### config.mk
export PLATFORM = sky130hd
export DESIGN_NAME = tetris_input_sequencer
export DESIGN_NICKNAME = d
export VERILOG_FILES = /design/src/rtl/tetris_input_pkg.sv /design/src/rtl/tetris_input_sequencer_debounce.sv /design/src/rtl/tetris_input_sequencer.sv
export SDC_FILE = /design/constraint.sdc
export NUM_CORES = 1
export LEC_CHECK = 0
export ABC_AREA = 1
export CORE_AREA = 5 5 107 109
export DETAILED_ROUTE_END_ITERATION = 12
export DIE_AREA = 0 0 112 114
export DONT_BUFFER_PORTS = 1
export GPL_TIMING_DRIVEN = 0
export PLACE_DENSITY = 0.67
export SETUP_SLACK_MARGIN = 0.1
export SKIP_CTS_REPAIR_TIMING = 1
export SLEW_MARGIN = 20
export SYNTH_ARGS = -nofsm -noshare
export SYNTH_HDL_FRONTEND = slang
export SYNTH_SLANG_ARGS = --single-unit
export TNS_END_PERCENT = 5
### constraint.sdc
create_clock -name clk -period 1.8 [get_ports clk]
set_input_delay 0.36 -clock clk [delete_from_list [all_inputs] [get_ports clk]]
set_output_delay 0.36 -clock clk [all_outputs]
set_load 0.05 [all_outputs]
### src/rtl/tetris_input_pkg.sv
// Shared constants for the controller input sequencer: button indices,
// repeat-capable button mask and the arbitration priority order.
package tetris_input_pkg;

    localparam int ACT_W   = 3;
    localparam int NUM_BTN = 8;

    localparam logic [ACT_W-1:0] BTN_A      = 3'd0;
    localparam logic [ACT_W-1:0] BTN_B      = 3'd1;
    localparam logic [ACT_W-1:0] BTN_SELECT = 3'd2;
    localparam logic [ACT_W-1:0] BTN_START  = 3'd3;
    localparam logic [ACT_W-1:0] BTN_RIGHT  = 3'd4;
    localparam logic [ACT_W-1:0] BTN_LEFT   = 3'd5;
    localparam logic [ACT_W-1:0] BTN_UP     = 3'd6;
    localparam logic [ACT_W-1:0] BTN_DOWN   = 3'd7;

    localparam logic [NUM_BTN-1:0] REPEAT_MASK = 8'b1011_0000;

    // Entry 0 is the highest priority.
    localparam logic [NUM_BTN-1:0][ACT_W-1:0] PRIO_ORDER = {
        BTN_RIGHT, BTN_LEFT, BTN_DOWN, BTN_B,
        BTN_A, BTN_UP, BTN_SELECT, BTN_START
    };

    typedef struct packed {
        logic             found;
        logic [ACT_W-1:0] code;
    } pick_t;

    function automatic pick_t pick_pending(input logic [NUM_BTN-1:0] pend);
        pick_t p;
        p.found = 1'b0;
        p.code  = '0;
        // Walk from lowest to highest priority so the best match is written last.
        for (int i = NUM_BTN - 1; i >= 0; i--) begin
            if (pend[PRIO_ORDER[i]]) begin
                p.found = 1'b1;
                p.code  = PRIO_ORDER[i];
            end
        end
        return p;
    endfunction

endpackage

### src/rtl/tetris_input_sequencer_debounce.sv
// One button: two-flop synchroniser (resets to released), tick-based
// stability counter and the debounced pressed flop.
module btn_debounce #(
    parameter int DEB_MS = 10
) (
    input  logic clk,
    input  logic rst,
    input  logic tick,
    input  logic raw_n,
    output logic held
);

    localparam int CW = $clog2(DEB_MS + 1);

    logic [1:0]    sync;
    logic [CW-1:0] stab_cnt;
    logic          sync_pressed;

    assign sync_pressed = ~sync[1];

    always_ff @(posedge clk) begin
        if (rst) begin
            sync <= 2'b11;
        end else begin
            sync <= {sync[0], raw_n};
        end
    end

    // The counter only runs while the synchronised level disagrees with held.
    always_ff @(posedge clk) begin
        if (rst) begin
            stab_cnt <= '0;
            held     <= 1'b0;
        end else if (sync_pressed == held) begin
            stab_cnt <= '0;
        end else if (tick) begin
            if (stab_cnt == CW'(DEB_MS - 1)) begin
                held     <= ~held;
                stab_cnt <= '0;
            end else begin
                stab_cnt <= stab_cnt + CW'(1);
            end
        end
    end

endmodule

### src/rtl/tetris_input_sequencer.sv
// Turns eight raw active-low buttons into one-at-a-time action events with
// debounce, DAS/ARR auto-repeat on Right/Left/Down and priority arbitration.
module tetris_input_sequencer
    import tetris_input_pkg::*;
#(
    parameter int TICK_DIV = 50000,
    parameter int DEB_MS   = 10,
    parameter int DAS_MS   = 170,
    parameter int ARR_MS   = 50
) (
    input  logic               clk,
    input  logic               rst,
    input  logic [NUM_BTN-1:0] btn_n,
    input  logic               act_ready,
    output logic               act_valid,
    output logic [ACT_W-1:0]   act_code,
    output logic [NUM_BTN-1:0] held
);

    localparam int TW     = $clog2(TICK_DIV + 1);
    localparam int REP_MX = (DAS_MS > ARR_MS) ? DAS_MS : ARR_MS;
    localparam int RW     = $clog2(REP_MX + 1);

    logic [TW-1:0]      tick_cnt;
    logic               tick;
    logic [NUM_BTN-1:0] held_q;
    logic [NUM_BTN-1:0] rise;
    logic [NUM_BTN-1:0] rep_fire;
    logic [NUM_BTN-1:0] pend;
    logic [NUM_BTN-1:0] pend_set;
    logic [NUM_BTN-1:0] pend_clr;
    logic               slot_free;
    pick_t              pick;

    // tick is registered so it is high in exactly the cycle the counter reads 0.
    always_ff @(posedge clk) begin
        if (rst) begin
            tick_cnt <= '0;
            tick     <= 1'b0;
        end else begin
            tick <= (tick_cnt == TW'(TICK_DIV - 1));
            if (tick_cnt == TW'(TICK_DIV - 1)) begin
                tick_cnt <= '0;
            end else begin
                tick_cnt <= tick_cnt + TW'(1);
            end
        end
    end

    for (genvar i = 0; i < NUM_BTN; i++) begin : g_btn
        btn_debounce #(
            .DEB_MS(DEB_MS)
        ) u_deb (
            .clk  (clk),
            .rst  (rst),
            .tick (tick),
            .raw_n(btn_n[i]),
            .held (held[i])
        );

        if (REPEAT_MASK[i]) begin : g_rep
            logic [RW-1:0] rep_cnt;

            always_ff @(posedge clk) begin
                if (rst || !held[i]) begin
                    rep_cnt <= '0;
                end else if (rise[i]) begin
                    rep_cnt <= RW'(DAS_MS);
                end else if (tick && rep_cnt != '0) begin
                    if (rep_cnt == RW'(1)) begin
                        rep_cnt <= RW'(ARR_MS);
                    end else begin
                        rep_cnt <= rep_cnt - RW'(1);
                    end
                end
            end

            assign rep_fire[i] = held[i] && !rise[i] && tick && (rep_cnt == RW'(1));
        end else begin : g_norep
            assign rep_fire[i] = 1'b0;
        end
    end

    always_ff @(posedge clk) begin
        if (rst) begin
            held_q <= '0;
        end else begin
            held_q <= held;
        end
    end

    assign rise      = held & ~held_q;
    assign pend_set  = rise | (rep_fire & REPEAT_MASK);
    assign pick      = pick_pending(pend);
    assign slot_free = !act_valid || act_ready;

    always_comb begin
        pend_clr = '0;
        if (slot_free && pick.found) begin
            pend_clr[pick.code] = 1'b1;
        end
    end

    // Set is applied after clear so a same-cycle re-trigger stays pending.
    always_ff @(posedge clk) begin
        if (rst) begin
            pend <= '0;
        end else begin
            pend <= (pend & ~pend_clr) | pend_set;
        end
    end

    always_ff @(posedge clk) begin
        if (rst) begin
            act_valid <= 1'b0;
            act_code  <= '0;
        end else if (slot_free) begin
            act_valid <= pick.found;
            if (pick.found) begin
                act_code <= pick.code;
            end
        end
    end

endmodule

---- Yosys cells after proc, flatten, opt, wreduce, memory -nomap -nowiden ----
Cells that the tools add are included.
W data, S select, Z words.
storage, ports and cells
  bits in registers ....................... 117
  bits of input ports ..................... 11
  output and inout bits ................... 12
  logic and storage cells ................. 180
operators by class
  add/subtract/negate cells ............... 12
  order comparisons ....................... 2
  equality and inequality tests ........... 20
  muxes and demuxes ....................... 28
  bitwise operators ....................... 30
  reductions and logical operators ........ 52
operators with widths
  cell                     count
  $mux W8                  10
  $mux W4                  16
  $add A4 B1 Y4 const B    8
  $eq A4 B4 Y1 const B     8
  $eq A8 B1 Y1 const B     3
  $not A1 Y1               24
  $reduce_and A3 Y1        8
  $reduce_bool A8 Y1       3
  $reduce_or A2 Y1         12
  $sub A8 B1 Y8 const B    3
  $add A16 B1 Y16 const B  1
  $and A8 B8 Y8            2
  $eq A16 B16 Y1 const B   1
  $not A8 Y8               2
  $or A8 B8 Y8             2
  $logic_and A1 B1 Y1      14
  $eq A1 B1 Y1             8
  $logic_not A1 Y1         7
  $reduce_bool A2 Y1       3
  $logic_or A1 B1 Y1       4
  $lt A3 B4 Y1 const B     1
  $demux W1 S3             1
  $ge A3 B1 Y1 const B     1
  $reduce_and A2 Y1        1
  $mux W1                  1

---- Logic depth before layout (Yosys ltp) ----
  word-level depth ........................ 16
  gate-level depth with buffers ........... 10
  gate-level depth less buffers ........... 10

---- By module ----
From an unflattened synthesis, not the netlist that was laid out.
unflattened totals
  cell total of the unflattened synthesis .. 772
  area, all modules ....................... 5505.3 um^2
by module, submodules not included
  module                  times used  cells an instance  area each (um^2)  seq. area each (um^2)
  tetris_input_sequencer  1           436                3052.9            1221.2
  btn_debounce            8           42                 306.5             140.1

---- Worst setup path before layout ----
Ideal clock, no wire load.
  path type ............................... flip-flop to flip-flop
  from .................................... reg g_btn[4].g_rep.rep_cnt[0]
  to ...................................... reg g_btn[4].g_rep.rep_cnt[2]
  setup time .............................. 0.114 ns
  arrival ................................. 1.246 ns
  required time ........................... 1.686 ns
  setup slack ............................. 0.440 ns
  stages on the path, launching flop included .. 9
  path buffers ............................ 0
  period minus slack after synthesis ...... 1.360 ns
  path through ............................ dfxtp_1 inv_1 ha_1 nand2_2 o21ai_4 inv_2 nand2_1 xor2_1 nor2_1
between the ends
  longest elaborated chain between the ends .. 2
  elaborated cells between the ends (all ways) .. 5
  classes of those cells .................. add/sub (1); eq/ne (1); mux (1); reduce/logical (2)
ends and longest elaborated chain
  element                                         RTL line                                                    source
  start: declaration                              tetris_input_sequencer.sv:62                                logic [RW-1:0] rep_cnt;
  start signal: assignment                        tetris_input_sequencer.sv:68                                rep_cnt <= RW'(DAS_MS);
  start signal: assignment                        tetris_input_sequencer.sv:71                                rep_cnt <= RW'(ARR_MS);
  start signal: assignment                        tetris_input_sequencer.sv:73                                rep_cnt <= rep_cnt - RW'(1);
  $sub A8 B1 Y8 (tied with other cells)           tetris_input_sequencer.sv:73
  $mux W8 or $logic_and A1 B1 Y1 (tied branches)  tetris_input_sequencer.sv:70, tetris_input_sequencer.sv:69
Parallel ways exist; a longest one is shown, timed or not.
A chain may end at the register's enable or synchronous reset.

---- Worst setup path after layout ----
Ends and elaborated chain as after synthesis.

==> flow_summary_export.csv <==
group,metric,value,unit
yosys,ys_top_cells_by_count,"124 x nand2_1, 117 x dfxtp_1, 98 x nor2_1, 91 x inv_1, 54 x a21oi_1",
drt,wl_per_cell,11.8,microns
setup_path,worstPathMaxFanout,9,
place,port-buffer-count,0,
place,place_hpwl,7.27,mm
timing,fin_worst_skew,0.00714,ns
yosys,synth_top_family_by_area,"simple AND/OR/NAND/NOR gates",
clocking,h-tree-depth,4,
drt,dr.first_iter.drc_count,242,
yosys,synth_top_area_frac,0.441,
drt,drcViolationCount,0,
power,p_int,0.00530,W
setup_path,worstSetupPathType,"flop to flop",
drt,wl_met3,358,microns
final_layout,n_antenna_cell,0,
power,clkPwrFrac,0.586,
timing,period_needed,1.57,ns
die,rows,38,
yosys,synth_nets,717,
clocking,cts-root-buf,"clkbuf_8",
power,switching_power,0.00126,W
clocking,path_clk_slew,0.06,ns
drt,avgViaCountPerCell,4.94,
drt,route.top_layer_used,"met4",
drt,dr.pass1.iters,5,
timing,worstMarginPinSlew,0.592,ns
yosys,yosysWarnings,0,
yosys,yosys.area_share.simple,0.316,
place,gp_congestion,0.824,
setup_path,required,2.21,ns
yosys,synth_compound_area_frac,0.0967,
final_layout,utilization,0.595,
clocking,cts_buffers,17,
yosys,synth_mux_area_frac,0,
yosys,yosysTopAreaCell,"dfxtp_1",
die,die_area,0.0128,sq mm
clocking,clk-insertion-delay-late,0.52,ns
die,coreArea,0.0105,sq mm
power,sw_frac_of_total,0.192,
global_route,grt_pass1_vias,4019,
power,fin_total_pwr,0.00655,W
clocking,clk_path_buf_depth,2,
yosys,ys_ff_latch,117,
job,max-cap-violations,0,
timing,tns,0,ns
yosys,synth_ff_type,"dfxtp_1",
setup_path,cp-start-kind,"flop",
drt,routed_wirelength,10.4,mm
yosys,synth_edf_count,0,
drt,antenna_left,0,
power,power_frac_comb,0.013,
die,io_pins,23,
global_route,antenna_found_initial,0,
final_layout,nFillCells,943,
global_route,grt_pass1_wl,17.8,mm
outcome,status,"finished, final reports clean",
min_path,holdCritPathClass,"primary input to flop",
timing,finalSetupViolCount,0,
power,p_per_area,1050,mW/mm^2
final_layout,area_growth,17.8,%
timing,hold_viol_final,0,
final_layout,nNetsFinal,745,
die,start_util,0.505,
die,die_x,112,microns
yosys,synth_xor_xnor_area_share,0.0396,
power,vdd_drop_max,1.04,mV
timing,rsz0062_at_grt,"false",
yosys,syn_area,0.00531,sq mm
yosys,synthAdderAreaFrac,0.0165,
yosys,ys_seq_area_frac,0.441,
global_route,grt.total_usage,0.173,
yosys,synth_area_leaders,"dfxtp_1 44%, nand2_1 8.8%, nor2_1 6.9%",
power,power.share.sequential,0.401,
yosys,postSynth.asyncResetShare,0,
timing,slew_headroom,0.605,
drt,wl_met2,5.12,mm
timing,fin_ws,0.230,ns
clocking,cts_tree,"built",
yosys,synth_most_common_cell,"nand2_1",
clocking,clock-sinks,117,
setup_path,end_kind,"flop",
timing,max_freq,637,MHz
global_route,grt_max_degree,17,
power,p_leak,2.53,nW
global_route,overflow,0,
place,dp_worst_setup_slack,0.221,ns
final_layout,layout-drive-gt1-share,0.136,
die,die_h,114,microns
yosys,syn_area_per_cell,7.59,sq um
drt,met1Wirelength,4.77,mm
timing,slew_viol_final,0,
yosys,synthDistinctLibCells,41,
setup_path,cp.arrival,1.98,ns
yosys,netlist_instances,699,
drt,num_vias,4344,
timing,period_share,0.872,
[flip-flops by register name, indices dropped and copies added (netlist names)]
register              cells
g_btn.u_deb.stab_cnt     32
tick                      1
g_btn.u_deb.sync         16
held_q                    8
tick_cnt                 16
act_valid                 1
g_btn.g_rep.rep_cnt      24
act_code                  3
pend                      8
g_btn.u_deb.held          8
[final cells by class]
type | instances | area [sq um] | area share
Multi-Input combinational cell | 469 | 2490 | 0.399
Inverter | 97 | 368 | 0.0588
Buffer | 16 | 108 | 0.0172
Clock buffer | 21 | 459 | 0.0734
Sequential cell | 117 | 2340 | 0.375
Tap cell | 140 | 175 | 0.0280
Clock inverter | 11 | 218 | 0.0348
Timing Repair Buffer | 9 | 87.6 | 0.0140
[layout by cell type (no fill, tap or decap), types with 3 or more instances in the layout]
cell type	netlist	final
a21oi_1	54	54
a31oi_1	3	3
buf_4	8	9
bufinv_16	0	6
clkbuf_1	4	5
clkbuf_16	0	16
clkbuf_8	0	4
clkinv_1	3	3
dfxtp_1	117	117
dlygate4sd3_1	0	8
ha_1	7	7
inv_1	91	91
nand2_1	124	124
nand2_2	9	8
nand2_4	4	5
nand3_1	33	33
nand4_1	6	6
nor2_1	98	98
nor2_2	4	4
nor2_4	7	7
nor3_1	21	21
nor3b_1	8	8
nor4b_2	5	5
o21ai_0	27	27
or2_2	17	17
xnor2_1	9	9
xor2_1	15	15
[per-stage QoR]
| step | cell area, sq um | hold slack, ns | instances |
|---|---|---|---|
| after floorplan | 5310 | 0.389 | 699 |
| after global placement | 5480 | 0.392 | 839 |
| after detailed placement | 5480 | 0.392 | 839 |
| after CTS | 6160 | -0.0933 | 871 |
| after global routing | 6250 | 0.110 | 880 |
| final | 6250 | 0.116 | 880 |
[cell families (layout without fill, tap and decap cells)]
logic type	Yosys count	count (layout)
adder cells (fa/ha/maj)	7	7
XOR/XNOR	24	24
flip-flops	117	117
AO/OA/AOI/OAI	93	93
AND/OR/NAND/NOR	345	345
buffers and inverters	113	154
[worst max-delay path, stage by stage, from the launching register on]
cell     delay (ns)
dfxtp_1        0.33
inv_1          0.13
ha_1           0.22
nand2_2        0.10
o21ai_4        0.27
inv_2          0.10
nand2_1        0.09
xor2_1         0.16
nor2_1         0.06
[worst paths after layout]
| check | startpoint | to | slack, ns | depth (start not counted) |
|---|---|---|---|---|
| min reg2reg | g_btn[2].u_deb.sync[0] | g_btn[2].u_deb.sync[1] | 0.41 | 1 |
| max | g_btn[4].g_rep.rep_cnt[0] | g_btn[4].g_rep.rep_cnt[2] | 0.23 | 8 |
| min | act_ready | act_valid | 0.12 | 3 |
| max reg2reg | g_btn[4].g_rep.rep_cnt[0] | g_btn[4].g_rep.rep_cnt[2] | 0.23 | 8 |
[power by group through the flow]
stage                     Clock [W]  Combinational (W)  Sequential [W]
final                       0.00384          0.0000860         0.00263
after global routing        0.00403          0.0000964         0.00263
after global placement            0          0.0000710         0.00268
after detailed placement          0          0.0000726         0.00268
after CTS                   0.00390          0.0000732         0.00263
after floorplan                   0          0.0000513         0.00268
[metal layers]
metal	GRT usage	vias to the layer above
met2	0.289	60
li1	-	2282
met3	0.0562	12
met4	0.0857	0
met5	0	-
met1	0.201	1990
Note: power is estimated with default switching activity, not from simulation.
